`config.mk`:
```
export PLATFORM = sky130hd
export DESIGN_NAME = agu_rs_pipe
export DESIGN_NICKNAME = d
export VERILOG_FILES = /design/src/rtl/lc3b_types.sv /design/src/rtl/agu_pipe.sv /design/src/rtl/agu_rs_pipe.sv
export SDC_FILE = /design/constraint.sdc
export NUM_CORES = 1
export LEC_CHECK = 0
export CORE_ASPECT_RATIO = 1.5
export CORE_MARGIN = 5
export CORE_UTILIZATION = 62
export CTS_BUF_LIST = sky130_fd_sc_hd__clkbuf_2 sky130_fd_sc_hd__clkbuf_4 sky130_fd_sc_hd__clkbuf_8
export CTS_CLUSTER_SIZE = 20
export DETAILED_ROUTE_END_ITERATION = 12
export PLACE_DENSITY = 0.95
export SLEW_MARGIN = 10
export SYNTH_ARGS = -nofsm -noshare
export SYNTH_HDL_FRONTEND = slang
export SYNTH_SLANG_ARGS = --single-unit
```
`constraint.sdc`:
```
create_clock -name clk -period 9.1 [get_ports clk]
set_clock_uncertainty 0.05 [all_clocks]
set_input_delay 1.365 -clock clk [delete_from_list [all_inputs] [get_ports clk]]
set_output_delay 1.365 -clock clk [all_outputs]
set_load 0.03 [all_outputs]
```
`src/rtl/lc3b_types.sv`:
```
// Shared LC-3b types for the AGU reservation station: address modes,
// decoding of the op field and default sizing of the station group.
package lc3b_types;

  localparam int NUM_AGU_STATIONS = 4;
  localparam int AGU_LATENCY_DFLT = 1;

  typedef enum logic [1:0] {
    AGU_BYTE = 2'b00,
    AGU_WORD = 2'b01,
    AGU_ABS  = 2'b10
  } agu_mode_e;

  // The reserved encoding 2'b11 behaves as a byte-mode add.
  function automatic agu_mode_e agu_mode_decode(input logic [1:0] op_mode);
    agu_mode_e mode;
    case (op_mode)
      2'b01:   mode = AGU_WORD;
      2'b10:   mode = AGU_ABS;
      default: mode = AGU_BYTE;
    endcase
    return mode;
  endfunction

endpackage

```
`src/rtl/agu_pipe.sv`:
```
// AGU datapath: mode arithmetic followed by LATENCY stage registers that
// advance together; the last stage feeds the station's output register.
module agu_pipe
  import lc3b_types::*;
#(
  parameter int LATENCY  = 1,
  parameter int WORD_W   = 16,
  parameter int ROB_ID_W = 4
) (
  input  logic                clk,
  input  logic                rst_n,
  input  logic                flush,
  input  logic                advance,
  input  logic                in_valid,
  input  agu_mode_e           in_mode,
  input  logic [WORD_W-1:0]   in_vj,
  input  logic [WORD_W-1:0]   in_vk,
  input  logic [ROB_ID_W-1:0] in_dest,
  output logic                last_valid,
  output logic [ROB_ID_W-1:0] last_dest,
  output logic [WORD_W-1:0]   last_addr
);

  logic [WORD_W-1:0]   addr_s;
  logic                stg_valid_r [LATENCY];
  logic [ROB_ID_W-1:0] stg_dest_r  [LATENCY];
  logic [WORD_W-1:0]   stg_addr_r  [LATENCY];

  // Address arithmetic, wrapping modulo 2^WORD_W.
  always_comb begin
    addr_s = '0;
    case (in_mode)
      AGU_BYTE: addr_s = in_vj + in_vk;
      AGU_WORD: addr_s = in_vj + {in_vk[WORD_W-2:0], 1'b0};
      AGU_ABS:  addr_s = in_vk;
      default:  addr_s = in_vj + in_vk;
    endcase
  end

  // Stage registers: flush kills every stage, otherwise shift as one block.
  always_ff @(posedge clk or negedge rst_n) begin
    if (!rst_n) begin
      for (int s = 0; s < LATENCY; s++) begin
        stg_valid_r[s] <= 1'b0;
        stg_dest_r[s]  <= '0;
        stg_addr_r[s]  <= '0;
      end
    end else if (flush) begin
      for (int s = 0; s < LATENCY; s++) begin
        stg_valid_r[s] <= 1'b0;
      end
    end else if (advance) begin
      stg_valid_r[0] <= in_valid;
      stg_dest_r[0]  <= in_dest;
      stg_addr_r[0]  <= addr_s;
      for (int s = 1; s < LATENCY; s++) begin
        stg_valid_r[s] <= stg_valid_r[s-1];
        stg_dest_r[s]  <= stg_dest_r[s-1];
        stg_addr_r[s]  <= stg_addr_r[s-1];
      end
    end
  end

  assign last_valid = stg_valid_r[LATENCY-1];
  assign last_dest  = stg_dest_r[LATENCY-1];
  assign last_addr  = stg_addr_r[LATENCY-1];

endmodule

```
`src/rtl/agu_rs_pipe.sv`:
```
// AGU reservation-station array: CDB wakeup with allocation bypass,
// oldest-first issue into a pipelined AGU and a granted output register.
module agu_rs_pipe
  import lc3b_types::*;
#(
  parameter int NUM_STATIONS = NUM_AGU_STATIONS,
  parameter int AGU_LATENCY  = AGU_LATENCY_DFLT,
  parameter int WORD_W       = 16,
  parameter int ROB_ID_W     = 4
) (
  input  logic                               clk,
  input  logic                               rst_n,
  input  logic                               flush,
  input  logic                               alloc_valid,
  output logic                               alloc_ready,
  input  logic [3:0]                         alloc_op,
  input  logic [WORD_W-1:0]                  alloc_vj,
  input  logic [WORD_W-1:0]                  alloc_vk,
  input  logic [ROB_ID_W-1:0]                alloc_qj,
  input  logic [ROB_ID_W-1:0]                alloc_qk,
  input  logic                               alloc_qj_pend,
  input  logic                               alloc_qk_pend,
  input  logic [ROB_ID_W-1:0]                alloc_dest,
  input  logic                               cdb_valid,
  input  logic [ROB_ID_W-1:0]                cdb_dest,
  input  logic [WORD_W-1:0]                  cdb_value,
  output logic                               out_valid,
  input  logic                               out_grant,
  output logic [ROB_ID_W-1:0]                out_dest,
  output logic [WORD_W-1:0]                  out_addr,
  output logic [$clog2(NUM_STATIONS+1)-1:0]  free_count
);

  localparam int CNT_W = $clog2(NUM_STATIONS + 1);
  localparam int IDX_W = $clog2(NUM_STATIONS);
  localparam int AGE_W = IDX_W;

  typedef struct packed {
    logic                valid;
    logic [3:0]          op;
    logic [WORD_W-1:0]   vj;
    logic [WORD_W-1:0]   vk;
    logic [ROB_ID_W-1:0] qj;
    logic [ROB_ID_W-1:0] qk;
    logic                pend_j;
    logic                pend_k;
    logic [ROB_ID_W-1:0] dest;
    logic [AGE_W-1:0]    age;
  } lc3b_agu_rs_entry;

  lc3b_agu_rs_entry        ent_r     [NUM_STATIONS];
  lc3b_agu_rs_entry        ent_nxt_s [NUM_STATIONS];
  lc3b_agu_rs_entry        new_ent_s;
  logic [NUM_STATIONS-1:0] ready_s;
  logic [NUM_STATIONS-1:0] wake_j_s;
  logic [NUM_STATIONS-1:0] wake_k_s;
  logic                    sel_found_s;
  logic [IDX_W-1:0]        sel_idx_s;
  logic [AGE_W-1:0]        sel_age_s;
  logic [3:0]              iss_op_s;
  logic [WORD_W-1:0]       iss_vj_s;
  logic [WORD_W-1:0]       iss_vk_s;
  logic [ROB_ID_W-1:0]     iss_dest_s;
  agu_mode_e               iss_mode_s;
  logic [IDX_W-1:0]        free_idx_s;
  logic [CNT_W-1:0]        valid_cnt_s;
  logic [CNT_W-1:0]        cnt_nxt_s;
  logic                    issue_s;
  logic                    advance_s;
  logic                    alloc_fire_s;
  logic                    byp_j_s;
  logic                    byp_k_s;
  logic                    last_valid_s;
  logic [ROB_ID_W-1:0]     last_dest_s;
  logic [WORD_W-1:0]       last_addr_s;
  logic                    out_valid_r;
  logic [ROB_ID_W-1:0]     out_dest_r;
  logic [WORD_W-1:0]       out_addr_r;
  logic [CNT_W-1:0]        free_count_r;
  logic                    alloc_ready_r;

  // A held result blocks the pipe only when a finished result waits behind it.
  assign advance_s    = !(out_valid_r && !out_grant && last_valid_s);
  assign issue_s      = sel_found_s && advance_s && !flush;
  assign alloc_fire_s = alloc_valid && alloc_ready_r && !flush;
  assign byp_j_s      = cdb_valid && alloc_qj_pend && (cdb_dest == alloc_qj);
  assign byp_k_s      = cdb_valid && alloc_qk_pend && (cdb_dest == alloc_qk);
  assign iss_mode_s   = agu_mode_decode(iss_op_s[1:0]);

  // Readiness, occupancy and free-slot search on registered entry state.
  always_comb begin
    ready_s     = '0;
    valid_cnt_s = '0;
    free_idx_s  = '0;
    for (int i = NUM_STATIONS - 1; i >= 0; i--) begin
      ready_s[i]  = ent_r[i].valid && !ent_r[i].pend_j && !ent_r[i].pend_k;
      valid_cnt_s = valid_cnt_s + CNT_W'(ent_r[i].valid);
      if (!ent_r[i].valid) begin
        free_idx_s = IDX_W'(i);
      end else begin
        free_idx_s = free_idx_s;
      end
    end
  end

  // Oldest-first select: ages are unique, so the minimum is unambiguous.
  always_comb begin
    sel_found_s = 1'b0;
    sel_idx_s   = '0;
    sel_age_s   = '0;
    iss_op_s    = '0;
    iss_vj_s    = '0;
    iss_vk_s    = '0;
    iss_dest_s  = '0;
    for (int i = 0; i < NUM_STATIONS; i++) begin
      if (ready_s[i] && (!sel_found_s || ent_r[i].age < sel_age_s)) begin
        sel_found_s = 1'b1;
        sel_idx_s   = IDX_W'(i);
        sel_age_s   = ent_r[i].age;
        iss_op_s    = ent_r[i].op;
        iss_vj_s    = ent_r[i].vj;
        iss_vk_s    = ent_r[i].vk;
        iss_dest_s  = ent_r[i].dest;
      end else begin
        sel_found_s = sel_found_s;
      end
    end
  end

  // Incoming entry, with same-cycle CDB capture for each pending operand.
  always_comb begin
    new_ent_s        = '0;
    new_ent_s.valid  = 1'b1;
    new_ent_s.op     = alloc_op;
    new_ent_s.vj     = byp_j_s ? cdb_value : alloc_vj;
    new_ent_s.vk     = byp_k_s ? cdb_value : alloc_vk;
    new_ent_s.qj     = alloc_qj;
    new_ent_s.qk     = alloc_qk;
    new_ent_s.pend_j = alloc_qj_pend && !byp_j_s;
    new_ent_s.pend_k = alloc_qk_pend && !byp_k_s;
    new_ent_s.dest   = alloc_dest;
    new_ent_s.age    = AGE_W'(valid_cnt_s - CNT_W'(issue_s));
  end

  // Next entry state: allocate, issue, age compaction, wakeup and flush.
  always_comb begin
    cnt_nxt_s = '0;
    wake_j_s  = '0;
    wake_k_s  = '0;
    for (int i = 0; i < NUM_STATIONS; i++) begin
      wake_j_s[i] = cdb_valid && ent_r[i].valid && ent_r[i].pend_j && (ent_r[i].qj == cdb_dest);
      wake_k_s[i] = cdb_valid && ent_r[i].valid && ent_r[i].pend_k && (ent_r[i].qk == cdb_dest);
      ent_nxt_s[i] = ent_r[i];
      if (alloc_fire_s && (free_idx_s == IDX_W'(i))) begin
        ent_nxt_s[i] = new_ent_s;
      end else if (issue_s && (sel_idx_s == IDX_W'(i))) begin
        ent_nxt_s[i].valid = 1'b0;
      end else begin
        ent_nxt_s[i].vj     = wake_j_s[i] ? cdb_value : ent_r[i].vj;
        ent_nxt_s[i].vk     = wake_k_s[i] ? cdb_value : ent_r[i].vk;
        ent_nxt_s[i].pend_j = ent_r[i].pend_j && !wake_j_s[i];
        ent_nxt_s[i].pend_k = ent_r[i].pend_k && !wake_k_s[i];
        ent_nxt_s[i].age    = (issue_s && ent_r[i].valid && (ent_r[i].age > sel_age_s)) ?
                              ent_r[i].age - AGE_W'(1) : ent_r[i].age;
      end
      ent_nxt_s[i].valid = ent_nxt_s[i].valid && !flush;
      cnt_nxt_s = cnt_nxt_s + CNT_W'(ent_nxt_s[i].valid);
    end
  end

  // Entry array plus the occupancy view seen by dispatch.
  always_ff @(posedge clk or negedge rst_n) begin
    if (!rst_n) begin
      for (int i = 0; i < NUM_STATIONS; i++) begin
        ent_r[i] <= '0;
      end
      free_count_r  <= CNT_W'(NUM_STATIONS);
      alloc_ready_r <= 1'b1;
    end else begin
      for (int i = 0; i < NUM_STATIONS; i++) begin
        ent_r[i] <= ent_nxt_s[i];
      end
      free_count_r  <= CNT_W'(NUM_STATIONS) - cnt_nxt_s;
      alloc_ready_r <= (cnt_nxt_s != CNT_W'(NUM_STATIONS));
    end
  end

  agu_pipe #(
    .LATENCY  (AGU_LATENCY),
    .WORD_W   (WORD_W),
    .ROB_ID_W (ROB_ID_W)
  ) u_agu_pipe (
    .clk        (clk),
    .rst_n      (rst_n),
    .flush      (flush),
    .advance    (advance_s),
    .in_valid   (issue_s),
    .in_mode    (iss_mode_s),
    .in_vj      (iss_vj_s),
    .in_vk      (iss_vk_s),
    .in_dest    (iss_dest_s),
    .last_valid (last_valid_s),
    .last_dest  (last_dest_s),
    .last_addr  (last_addr_s)
  );

  // Output register: reload when empty or granted; flush wins over a grant.
  always_ff @(posedge clk or negedge rst_n) begin
    if (!rst_n) begin
      out_valid_r <= 1'b0;
      out_dest_r  <= '0;
      out_addr_r  <= '0;
    end else if (flush) begin
      out_valid_r <= 1'b0;
    end else if (!out_valid_r || out_grant) begin
      out_valid_r <= last_valid_s;
      if (last_valid_s) begin
        out_dest_r <= last_dest_s;
        out_addr_r <= last_addr_s;
      end
    end
  end

  assign out_valid   = out_valid_r;
  assign out_dest    = out_dest_r;
  assign out_addr    = out_addr_r;
  assign free_count  = free_count_r;
  assign alloc_ready = alloc_ready_r;

endmodule
```
==> flow_summary.toml, run 1 <==
[status]
run_status = "finished clean"

[synthesis]
number_of_synthesized_flops_with_an_enable_pin = 0
ys.warnings.count = 0
async_flop_share = 1.00
post_synth_xor_area_fraction = 0.0463
mappedNetlistNets = 1853
netlist_area_sq_um = 15300
synth-compound-area-share = 0.177
synth.area.mux_share = 0.120
yosys_most_used_dff = "dfrtp_1"
synth_adder_area_share = 0.0431
synth_simple_gate_area_share = 0.166
yosys_register_bits = 250
synth.distinct_cells = 83
ys_seq_area_frac = 0.409
synth_top_family_by_area = "compound AO/OA/AOI/OAI gates"
synth.avg_cell_area_sq_um = 8.85
syn_inst = 1730

[pwr]
power.ir.vdd_worst_uv = 154
power_density_nw_per_um2 = 185
cell_internal_pwr_w = 0.00217
seq_power_share = 0.448
pwr-share-clk = 0.312
power_leakage_nw = 7.74
switching_share = 0.323
netSwitchingPower_w = 0.00103
comb_power_share = 0.240

[finish]
register_area_sq_um = 6260
antennaDiodeCount = 0
synthToLayoutAreaGrowth_pct = 13.3
n_fill_cell = 1727
multiInputGateArea_sq_um = 8510
final_common_cell = "nand2_1"
final_cell_mix = "357 x nand2_1, 248 x dfrtp_1, 212 x o21ai_0"
design.final.nets = 1907
post_route_cells_drive_above_1_share = 0.105

[detailed_routing]
wire_per_inst_um = 22.1
detailroute.via_count = 14100
drt-vias-per-instance = 6.63
detail_route.first_pass.iterations = 8
detail_route.iter0.violations = 1419
post_detailed_route_count_of_antenna_violating_nets = 0
drc = 0
finalWirelength_um = 47100

[floorplan]
start_util = 0.629
die_area_sq_um = 28000
rows = 70
num_io_pins = 101
design.core.area_sq_um = 24300
dieHeight_um = 202
fp.dieW_um = 138

[clocking]
clkSinkCount = 250
clockRootBuffer = "clkbuf_8"
number_of_buffers_inserted_by_hold_repair_at_cts = 0
cts-buffers-inserted = 37
post_cts_buffers = 0
worstSkewPairLatency_ns = 0.57
tritoncts = "yes"
worst_setup_hold_path_clk_slew_ns = 0.06
cts-resized-gates = 0
maximum_buffer_depth_of_the_clock_tree = 3
h_tree_depth = 2

[global_route]
grt_start_max_net_pins = 108
grt_pass1_wl_um = 74800
aggregate_global_routing_overflow = 0
grt_use_total = 0.329
antenna_found_initial = 0
number_of_global_route_vias_before_repair = 14700

[critical_path]
required_time_at_the_worst_slack_endpoint_ns = 9.51
timing.reg2reg.worst_path_depth = 29
worst_r2r_startpoint = "ent_r[211]$_DFF_PN0_"
timing.setup.critical_path_class = "reg -> reg"
endpoint_kind = "register"
cp.arrival_ns = 8.32
worst_path_most_repeated_cell = "ha_1"
cp-start-kind = "register"
slowest_delay_ns = 0.64
worstPathMaxFanout = 28
r2r-end = "u_agu_pipe.last_addr[13]$_DFFE_PN0P_"
timing.reg2reg.setup_slack_ns = 1.19
worst-path-stages = 29
timing.critical_path.buf_inv = 1
critical_path.endpoint = "u_agu_pipe.last_addr[13]$_DFFE_PN0P_"
slowest_stage = "or3b_1"
crit_start = "ent_r[211]$_DFF_PN0_"
critical-path-top-delay-family = "simple AND/OR/NAND/NOR gates"

[worst_hold_path]
min_path_type = "reg -> reg"
hold_depth = 1

[sta]
clock.fmax_mhz = 126
grt_setup_unrepaired = "no"
setup_viol_count_final = 0
post-route-min-period_ns = 7.91
final-max-slew-violation-count = 0
rel_slew_slack = 0.279
worst_pin_slew_ns = 1.08
finalSetupTns_ns = 0
layout_worst_path_cycle_share = 0.869
finalHoldViolCount = 0
worst_hold_slack_ns = 0.428

[placed_design]
place.gp.congestion = 0.935
hpwl_reported_at_the_end_of_detailed_placement_um = 31900
buffers_added_on_ports = 98

[flow_run]
timing.max_cap.violations = 0
[power groups by stage]
stage               Sequential, W  Combinational, W  Clock [W]
global placement          0.00144          0.000717          0
floorplan                 0.00149          0.000416          0
finish                    0.00143          0.000769   0.000998
global route              0.00145          0.000836    0.00105
detailed placement        0.00145          0.000750          0
CTS                       0.00143          0.000760    0.00100
[per-stage QoR]
| stage | util | instance area, sq um | cells | worst slack [ns] | power, W |
|---|---|---|---|---|---|
| 4_1_cts | 0.713 | 17400 | 2132 | 1.32 | 0.00320 |
| 3_3_place_gp | 0.680 | 16600 | 2069 | 1.51 | 0.00215 |
| 6_report | 0.713 | 17400 | 2132 | 1.19 | 0.00320 |
| 2_1_floorplan | - | 15300 | 1730 | 1.36 | 0.00191 |
| 5_1_grt | 0.713 | 17400 | 2132 | 0.739 | 0.00334 |
| 3_5_place_dp | 0.680 | 16600 | 2069 | 1.43 | 0.00220 |
[cell families after synthesis]
| kind of cell | after synthesis |
|---|---|
| buffers and inverters | 153 |
| DFF | 250 |
| AOI/OAI and AO/OA | 435 |
| xor gates and xnor gates | 81 |
| muxes | 178 |
| and+or+nand+nor | 581 |
| adders and majority gates | 52 |
[registers in the layout, indices dropped and copies added, names as in the netlist, 3 cells and up]
| register | flops |
|---|---|
| u_agu_pipe.last_dest | 4 |
| u_agu_pipe.last_addr | 16 |
| out_dest | 4 |
| ent_r | 204 |
| free_count | 3 |
| out_addr | 16 |
[synth_stat cells (4+ instances only)]
master / count / share of area
a221oi_1: 11 / 0.0063
clkbuf_1: 95 / 0.023
o211ai_1: 10 / 0.0049
nor4_1: 9 / 0.0037
o21ai_0: 212 / 0.069
a22oi_1: 4 / 0.0020
nor3_1: 16 / 0.0052
nand2_1: 357 / 0.088
a311oi_1: 7 / 0.0040
xnor2_1: 36 / 0.021
o21bai_1: 4 / 0.0020
buf_2: 8 / 0.0026
and3_1: 6 / 0.0025
mux2i_1: 141 / 0.092
mux2_2: 34 / 0.025
inv_1: 35 / 0.0086
maj3_1: 5 / 0.0033
o31ai_1: 9 / 0.0044
a211oi_1: 11 / 0.0054
dfrtp_1: 248 / 0.41
or3_1: 4 / 0.0016
a21oi_1: 78 / 0.025
xor2_1: 45 / 0.026
buf_1: 12 / 0.0029
nand3_1: 53 / 0.017
o22ai_1: 5 / 0.0020
ha_1: 44 / 0.036
nor2_1: 76 / 0.019
and2_1: 10 / 0.0041
nand4_1: 11 / 0.0045
nor2b_1: 8 / 0.0033
a21o_1: 21 / 0.010
a31oi_1: 12 / 0.0049
nand2b_1: 12 / 0.0049
o21a_1: 5 / 0.0025
[worst register-to-register path, delay by kind of cell, from the launching register on]
kind / cells / cell delay (ns)
buffers and inverters: 1 / 0.15
XOR/XNOR: 1 / 0.16
AO/OA/AOI/OAI: 12 / 2.35
flip-flops: 1 / 0.55
adder cells (fa/ha/maj): 4 / 1.01
multiplexers: 1 / 0.62
AND/OR/NAND/NOR: 10 / 2.96
[worst min path at each step]
| stage | start | end | slack (ns) |
|---|---|---|---|
| after global routing | u_agu_pipe.last_addr[1]$_DFFE_PN0P_ | u_agu_pipe.last_addr[1]$_DFFE_PN0P_ | 0.44 |
| after floorplan | ent_r[177]$_DFFE_PN0P_ | ent_r[177]$_DFFE_PN0P_ | 0.39 |
| after CTS | ent_r[163]$_DFFE_PN0P_ | ent_r[163]$_DFFE_PN0P_ | 0.43 |
| final | u_agu_pipe.last_addr[1]$_DFFE_PN0P_ | u_agu_pipe.last_addr[1]$_DFFE_PN0P_ | 0.43 |
| after detailed placement | ent_r[154]$_DFFE_PN0P_ | ent_r[154]$_DFFE_PN0P_ | 0.41 |
| after global placement | ent_r[177]$_DFFE_PN0P_ | ent_r[177]$_DFFE_PN0P_ | 0.40 |
[final cells by class]
class | count | share of cell area
sequential | 250 | 0.361
inverter | 35 | 0.00757
tap | 324 | 0.0234
multi-input combinational | 1327 | 0.490
clock inverter | 8 | 0.00577
timing repair buffer | 133 | 0.0720
clock buffer | 55 | 0.0404
[metal layers]
layer,up-vias,global-route usage,share of wire
li1,6155,-,-
met5,-,0,0
met2,978,0.558,0.47
met3,361,0.0660,0.098
met1,6646,0.358,0.33
met4,0,0.258,0.098
Note: power is estimated with default switching activity, not from simulation.
==> inputs of run 2 (changes only) <==
--- a/config.mk
+++ b/config.mk
@@ -6,7 +6,7 @@
 export NUM_CORES = 1
 export LEC_CHECK = 0
 export CORE_ASPECT_RATIO = 1.5
-export CORE_MARGIN = 5
+export CORE_MARGIN = 4
 export CORE_UTILIZATION = 62
 export CTS_BUF_LIST = sky130_fd_sc_hd__clkbuf_2 sky130_fd_sc_hd__clkbuf_4 sky130_fd_sc_hd__clkbuf_8
 export CTS_CLUSTER_SIZE = 20
==> run 2 against run 1 <==
Sequential share of layout area fell by 0.057 points. Combinational power barely moved. Fmax rose by 3.7%. Clock power barely moved. Worst setup slack improved by 0.28 ns. Flip-flop and latch count did not move. Largest cell class unchanged.
==> flow_summary.toml, run 2 (synthesis gave the netlist of run 1 again) <==
[finish]
multiInputGateArea_sq_um = 8510
design.final.nets = 1908
finalInstanceArea_sq_um = 17400
post_route_cells_drive_above_1_share = 0.107
final_cell_mix = "357 x nand2_1, 248 x dfrtp_1, 212 x o21ai_0"
final_common_cell = "nand2_1"
register_area_sq_um = 6260
n_fill_cell = 1732
instances_no_fill = 2138
largest_register_ffs = 204
antennaDiodeCount = 0
synthToLayoutAreaGrowth_pct = 13.5
largest_register = "ent_r"

[sta]
finalSetupTns_ns = 0
clock.fmax_mhz = 131
final-max-slew-violation-count = 0
grt_setup_unrepaired = "no"
post-route-min-period_ns = 7.63
rel_slew_slack = 0.300
layout_worst_path_cycle_share = 0.839
setup_viol_count_final = 0
worst_pin_slew_ns = 1.04
finalHoldViolCount = 0

[critical_path]
timing.setup.critical_path_class = "reg -> reg"
required_time_at_the_worst_slack_endpoint_ns = 9.49
worstPathMaxFanout = 28
slowest_delay_ns = 0.65
worst_path_most_repeated_cell = "ha_1"
slowest_stage = "or3b_1"
cp-start-kind = "register"
cp.arrival_ns = 8.02
endpoint_kind = "register"

[clocking]
clockRootBuffer = "clkbuf_8"
clkSinkCount = 250
worst_setup_hold_path_clk_slew_ns = 0.07
cts-resized-gates = 0
cts-buffers-inserted = 38
post_cts_buffers = 0
worstSkewPairLatency_ns = 0.56
tritoncts = "yes"
maximum_buffer_depth_of_the_clock_tree = 3
h_tree_depth = 2
number_of_buffers_inserted_by_hold_repair_at_cts = 0

[placed_design]
place.gp.congestion = 0.980
post_dp_cell_area_sq_um = 16600
buffers_added_on_ports = 98
hpwl_reported_at_the_end_of_detailed_placement_um = 31800
place_inst = 2069

[global_route]
grt_use_total = 0.349
grt_pass1_wl_um = 75700
grt_start_max_net_pins = 118
antenna_found_initial = 1
aggregate_global_routing_overflow = 0
number_of_global_route_vias_before_repair = 14700

[flow_run]
timing.max_cap.violations = 0

[detailed_routing]
detail_route.first_pass.iterations = 6
wire_per_inst_um = 22.2
detail_route.iter0.violations = 1457
finalWirelength_um = 47400
drc = 0
detailroute.via_count = 14200
post_detailed_route_count_of_antenna_violating_nets = 0
drt-vias-per-instance = 6.62

[floorplan]
num_io_pins = 101
dieHeight_um = 200
rows = 70
fp.dieW_um = 136
design.core.area_sq_um = 24300
start_util = 0.629
die_area_sq_um = 27300

[pwr]
cell_internal_pwr_w = 0.00218
power_density_nw_per_um2 = 186
power.ir.vdd_worst_uv = 157
pwr-share-clk = 0.315
power_leakage_nw = 7.76
netSwitchingPower_w = 0.00105
switching_share = 0.324
seq_power_share = 0.445
comb_power_share = 0.239

[status]
run_status = "finished clean"

[worst_hold_path]
min_path_type = "reg -> reg"
==> run 2: cell count changes in the layout (fill, tap and decap cells not counted) <==
cell / change
inv_6: +1
bufinv_16: -1
clkbuf_4: +10
inv_8: -1
clkinv_2: -3
==> run 2: cell type report <==
class                   count  share of cell area
inverters                  35             0.00756
clock buffers              65              0.0446
flip-flops and latches    250               0.360
multi-input cells        1327               0.490
well taps                 324              0.0233
clock inverters             4             0.00302
repair buffers            133              0.0718
==> run 2: metrics by stage <==
step	hold WS, ns	utilization	setup slack (ns)	power (W)
2_1_floorplan	0.392	-	1.36	0.00191
3_3_place_gp	0.404	0.680	1.75	0.00216
3_5_place_dp	0.415	0.680	1.59	0.00220
4_1_cts	0.429	0.714	1.62	0.00322
5_1_grt	0.442	0.714	1.14	0.00338
6_report	0.425	0.714	1.47	0.00323
==> run 2: power groups by stage <==
stage               combinational [W]  clock [W]  sequential [W]
floorplan                    0.000416          0         0.00149
global placement             0.000718          0         0.00144
detailed placement           0.000752          0         0.00145
CTS                          0.000762    0.00102         0.00143
global route                 0.000843    0.00108         0.00146
finish                       0.000772    0.00102         0.00144
==> run 2: path summary, 6_finish.rpt <==
kind	to	from	slack, ns	cells past startpoint
worst max-delay path	u_agu_pipe.last_addr[13]$_DFFE_PN0P_	ent_r[211]$_DFF_PN0_	1.47	29
worst min-delay path	u_agu_pipe.last_addr[5]$_DFFE_PN0P_	u_agu_pipe.last_addr[5]$_DFFE_PN0P_	0.42	1
worst max register to register	u_agu_pipe.last_addr[13]$_DFFE_PN0P_	ent_r[211]$_DFF_PN0_	1.47	29
worst min register to register	u_agu_pipe.last_addr[5]$_DFFE_PN0P_	u_agu_pipe.last_addr[5]$_DFFE_PN0P_	0.42	1
max in group asynchronous	ent_r[33]$_DFFE_PN0P_	rst_n	6.59	2
min in group asynchronous	ent_r[95]$_DFFE_PN0P_	rst_n	0.85	1
==> run 2: per-layer routing <==
layer | track usage | vias to the layer above | wire, um
li1 | - | 6171 | -
met1 | 0.393 | 6647 | 15800
met2 | 0.561 | 1001 | 22300
met4 | 0.285 | 2 | 4580
met5 | 0 | - | 9
met3 | 0.0760 | 340 | 4740
==> run 2: worst max-delay path: cells and delay by family, from the launching register on <==
family | cells | cell delay, ns
simple gates | 10 | 2.82
buf+inv | 1 | 0.14
flops | 1 | 0.50
xor+xnor | 1 | 0.12
mux | 1 | 0.48
compound gates | 12 | 2.39
fa+ha+maj | 4 | 0.98
==> inputs of run 3 (changes only) <==
--- a/config.mk
+++ b/config.mk
@@ -7,11 +7,11 @@
 export LEC_CHECK = 0
 export CORE_ASPECT_RATIO = 1.5
 export CORE_MARGIN = 4
-export CORE_UTILIZATION = 62
+export CORE_UTILIZATION = 56
 export CTS_BUF_LIST = sky130_fd_sc_hd__clkbuf_2 sky130_fd_sc_hd__clkbuf_4 sky130_fd_sc_hd__clkbuf_8
 export CTS_CLUSTER_SIZE = 20
 export DETAILED_ROUTE_END_ITERATION = 12
-export PLACE_DENSITY = 0.95
+export PLACE_DENSITY = 0.91
 export SLEW_MARGIN = 10
 export SYNTH_ARGS = -nofsm -noshare
 export SYNTH_HDL_FRONTEND = slang
==> constraint.sdc (replaced) <==
create_clock -name clk -period 6.3 [get_ports clk]
set_clock_uncertainty 0.05 [all_clocks]
set_input_delay 0.945 -clock clk [delete_from_list [all_inputs] [get_ports clk]]
set_output_delay 0.945 -clock clk [all_outputs]
set_load 0.03 [all_outputs]
==> run 3 against run 2 <==
Routed wire length rose by 1.2%. Highest routed layer unchanged. Fmax rose by 23%. Via count fell by 1.2%. Critical path depth rose by 1. Critical endpoint unchanged. Worst setup slack got worse by 1.4 ns. Final cell count rose by 2.7%. Sequential power rose by 44%. Die area rose by 10%. Design area rose by 3.3%. Flip-flop and latch count did not move. Global-route usage fell by 3.2 points.
==> flow_summary.toml, run 3 (synthesis gave the netlist of run 1 again) <==
[global_route]
aggregate_global_routing_overflow = 0
grt_pass1_wl_um = 75700
grt.busiest_layer = "met2"
grt_start_max_net_pins = 124
antenna_found_initial = 1
grt_use_total = 0.317
number_of_global_route_vias_before_repair = 14500
met2_global_route_usage = 0.535
grt.met1_usage = 0.347
grt_use_met3 = 0.0508

[clocking]
clockRootBuffer = "clkbuf_8"
h_tree_depth = 2
maximum_buffer_depth_of_the_clock_tree = 3
worst_setup_hold_path_clk_slew_ns = 0.07
cts-buffers-inserted = 39
worstSkewPairLatency_ns = 0.57
clkSinkCount = 250
tritoncts = "yes"
number_of_buffers_inserted_by_hold_repair_at_cts = 0

[detailed_routing]
post_detailed_route_count_of_antenna_violating_nets = 0
drc = 0
wire_per_inst_um = 21.9
detail_route.iter0.violations = 1456
detailroute.via_count = 14000
finalWirelength_um = 48000
detail_route.first_pass.iterations = 6
drt-vias-per-instance = 6.37

[finish]
largest_register_ffs = 204
final_common_cell = "nand2_1"
instances_no_fill = 2195
synthToLayoutAreaGrowth_pct = 17.3
post_route_cells_drive_above_1_share = 0.145
largest_register = "ent_r"
antennaDiodeCount = 0
design.final.nets = 1955
final_util = 0.671
final_cell_mix = "355 x nand2_1, 248 x dfrtp_1, 206 x o21ai_0"

[critical_path]
worstPathMaxFanout = 7
slowest_stage = "or4b_4"
worst_path_most_repeated_cell = "ha_4"
required_time_at_the_worst_slack_endpoint_ns = 6.70
cp-start-kind = "register"
endpoint_kind = "register"
cp.arrival_ns = 6.61
slowest_delay_ns = 0.50
timing.setup.critical_path_class = "reg -> reg"

[sta]
setup_viol_count_final = 0
layout_worst_path_cycle_share = 0.987
clock.fmax_mhz = 161
grt_setup_unrepaired = "yes"
finalSetupTns_ns = 0
rel_slew_slack = 0.168
finalHoldViolCount = 0
setup_slack_ns = 0.0830
post-route-min-period_ns = 6.22
worst_pin_slew_ns = 1.25
worst_hold_slack_ns = 0.428
final-max-slew-violation-count = 0

[floorplan]
start_util = 0.572
num_io_pins = 101
fp.dieW_um = 143
dieHeight_um = 211
die_area_sq_um = 30100
design.core.area_sq_um = 26800
rows = 73

[pwr]
power.ir.vdd_worst_uv = 263
power_density_nw_per_um2 = 263
switching_share = 0.327
pwr-share-clk = 0.312
seq_power_share = 0.440
cell_internal_pwr_w = 0.00317
comb_power_share = 0.248
power_leakage_nw = 8.01
netSwitchingPower_w = 0.00154

[placed_design]
place_inst = 2111
hpwl_reported_at_the_end_of_detailed_placement_um = 33700
placement.setup.worst_slack_ns = -0.148
place.gp.congestion = 0.968
buffers_added_on_ports = 98

[worst_hold_path]
min_path_type = "reg -> reg"

[flow_run]
timing.max_cap.violations = 0

[status]
run_status = "finished clean"
## run 3: changes by cell type in the layout (fill, tap and decap cells not counted), sizes merged
cell | before | now
inv | 37 | 38
buf | 36 | 82
clkinv | 1 | 4
clkbuf | 65 | 59
## run 3: final cells by class
class	instances	area (sq um)
clock buffer	59	749
clock inverter	8	82.6
fill	1973	8810
inverter	35	131
multi-input combinational	1327	8690
sequential	250	6260
tap	337	422
timing repair buffer	179	1630
## run 3: what timing repair did
item                                    CTS  global route
cloned                                    0             0
pin swaps                                 1            19
hold endpoints to repair                  0             0
resized for setup                         3            17
setup buffers                             0            16
endpoints found under the setup margin    5            11
## run 3: worst paths after layout
check	cells after the start	slack (ns)	endpoint	startpoint
max	30	0.08	u_agu_pipe.last_addr[13]$_DFFE_PN0P_	ent_r[165]$_DFFE_PN0P_
min	2	0.43	ent_r[56]$_DFFE_PN0P_	ent_r[56]$_DFFE_PN0P_
max in group asynchronous	2	4.29	ent_r[114]$_DFFE_PN0P_	rst_n
min in group asynchronous	1	0.45	ent_r[125]$_DFFE_PN0P_	rst_n
max reg2reg	30	0.08	u_agu_pipe.last_addr[13]$_DFFE_PN0P_	ent_r[165]$_DFFE_PN0P_
min reg2reg	2	0.43	ent_r[56]$_DFFE_PN0P_	ent_r[56]$_DFFE_PN0P_
## run 3: critical path, delay by kind of cell, from the launching register on
kind	cells	cell delay, ns
flops	1	0.41
xor+xnor	1	0.15
compound gates	12	2.30
fa+ha+maj	4	0.67
simple gates	11	2.23
mux	1	0.23
buf+inv	1	0.07
## run 3: power groups by stage
stage	clock network, W	registers [W]	logic [W]
floorplan	0	0.00215	0.000609
global placement	0	0.00208	0.00109
detailed placement	0	0.00210	0.00113
CTS	0.00148	0.00207	0.00115
global route	0.00156	0.00211	0.00126
finish	0.00147	0.00208	0.00117
## run 3: per-stage QoR
step / power, W / instance area (sq um)
global route: 0.00493 / 18000
CTS: 0.00470 / 17700
detailed placement: 0.00323 / 16900
finish: 0.00471 / 18000
global placement: 0.00316 / 16900
floorplan: 0.00276 / 15500
## run 3: routing by layer
layer / up-vias / part of all wire
met5: - / 0.00029
met4: 2 / 0.092
met3: 232 / 0.072
met2: 731 / 0.50
met1: 6752 / 0.34
li1: 6273 / -
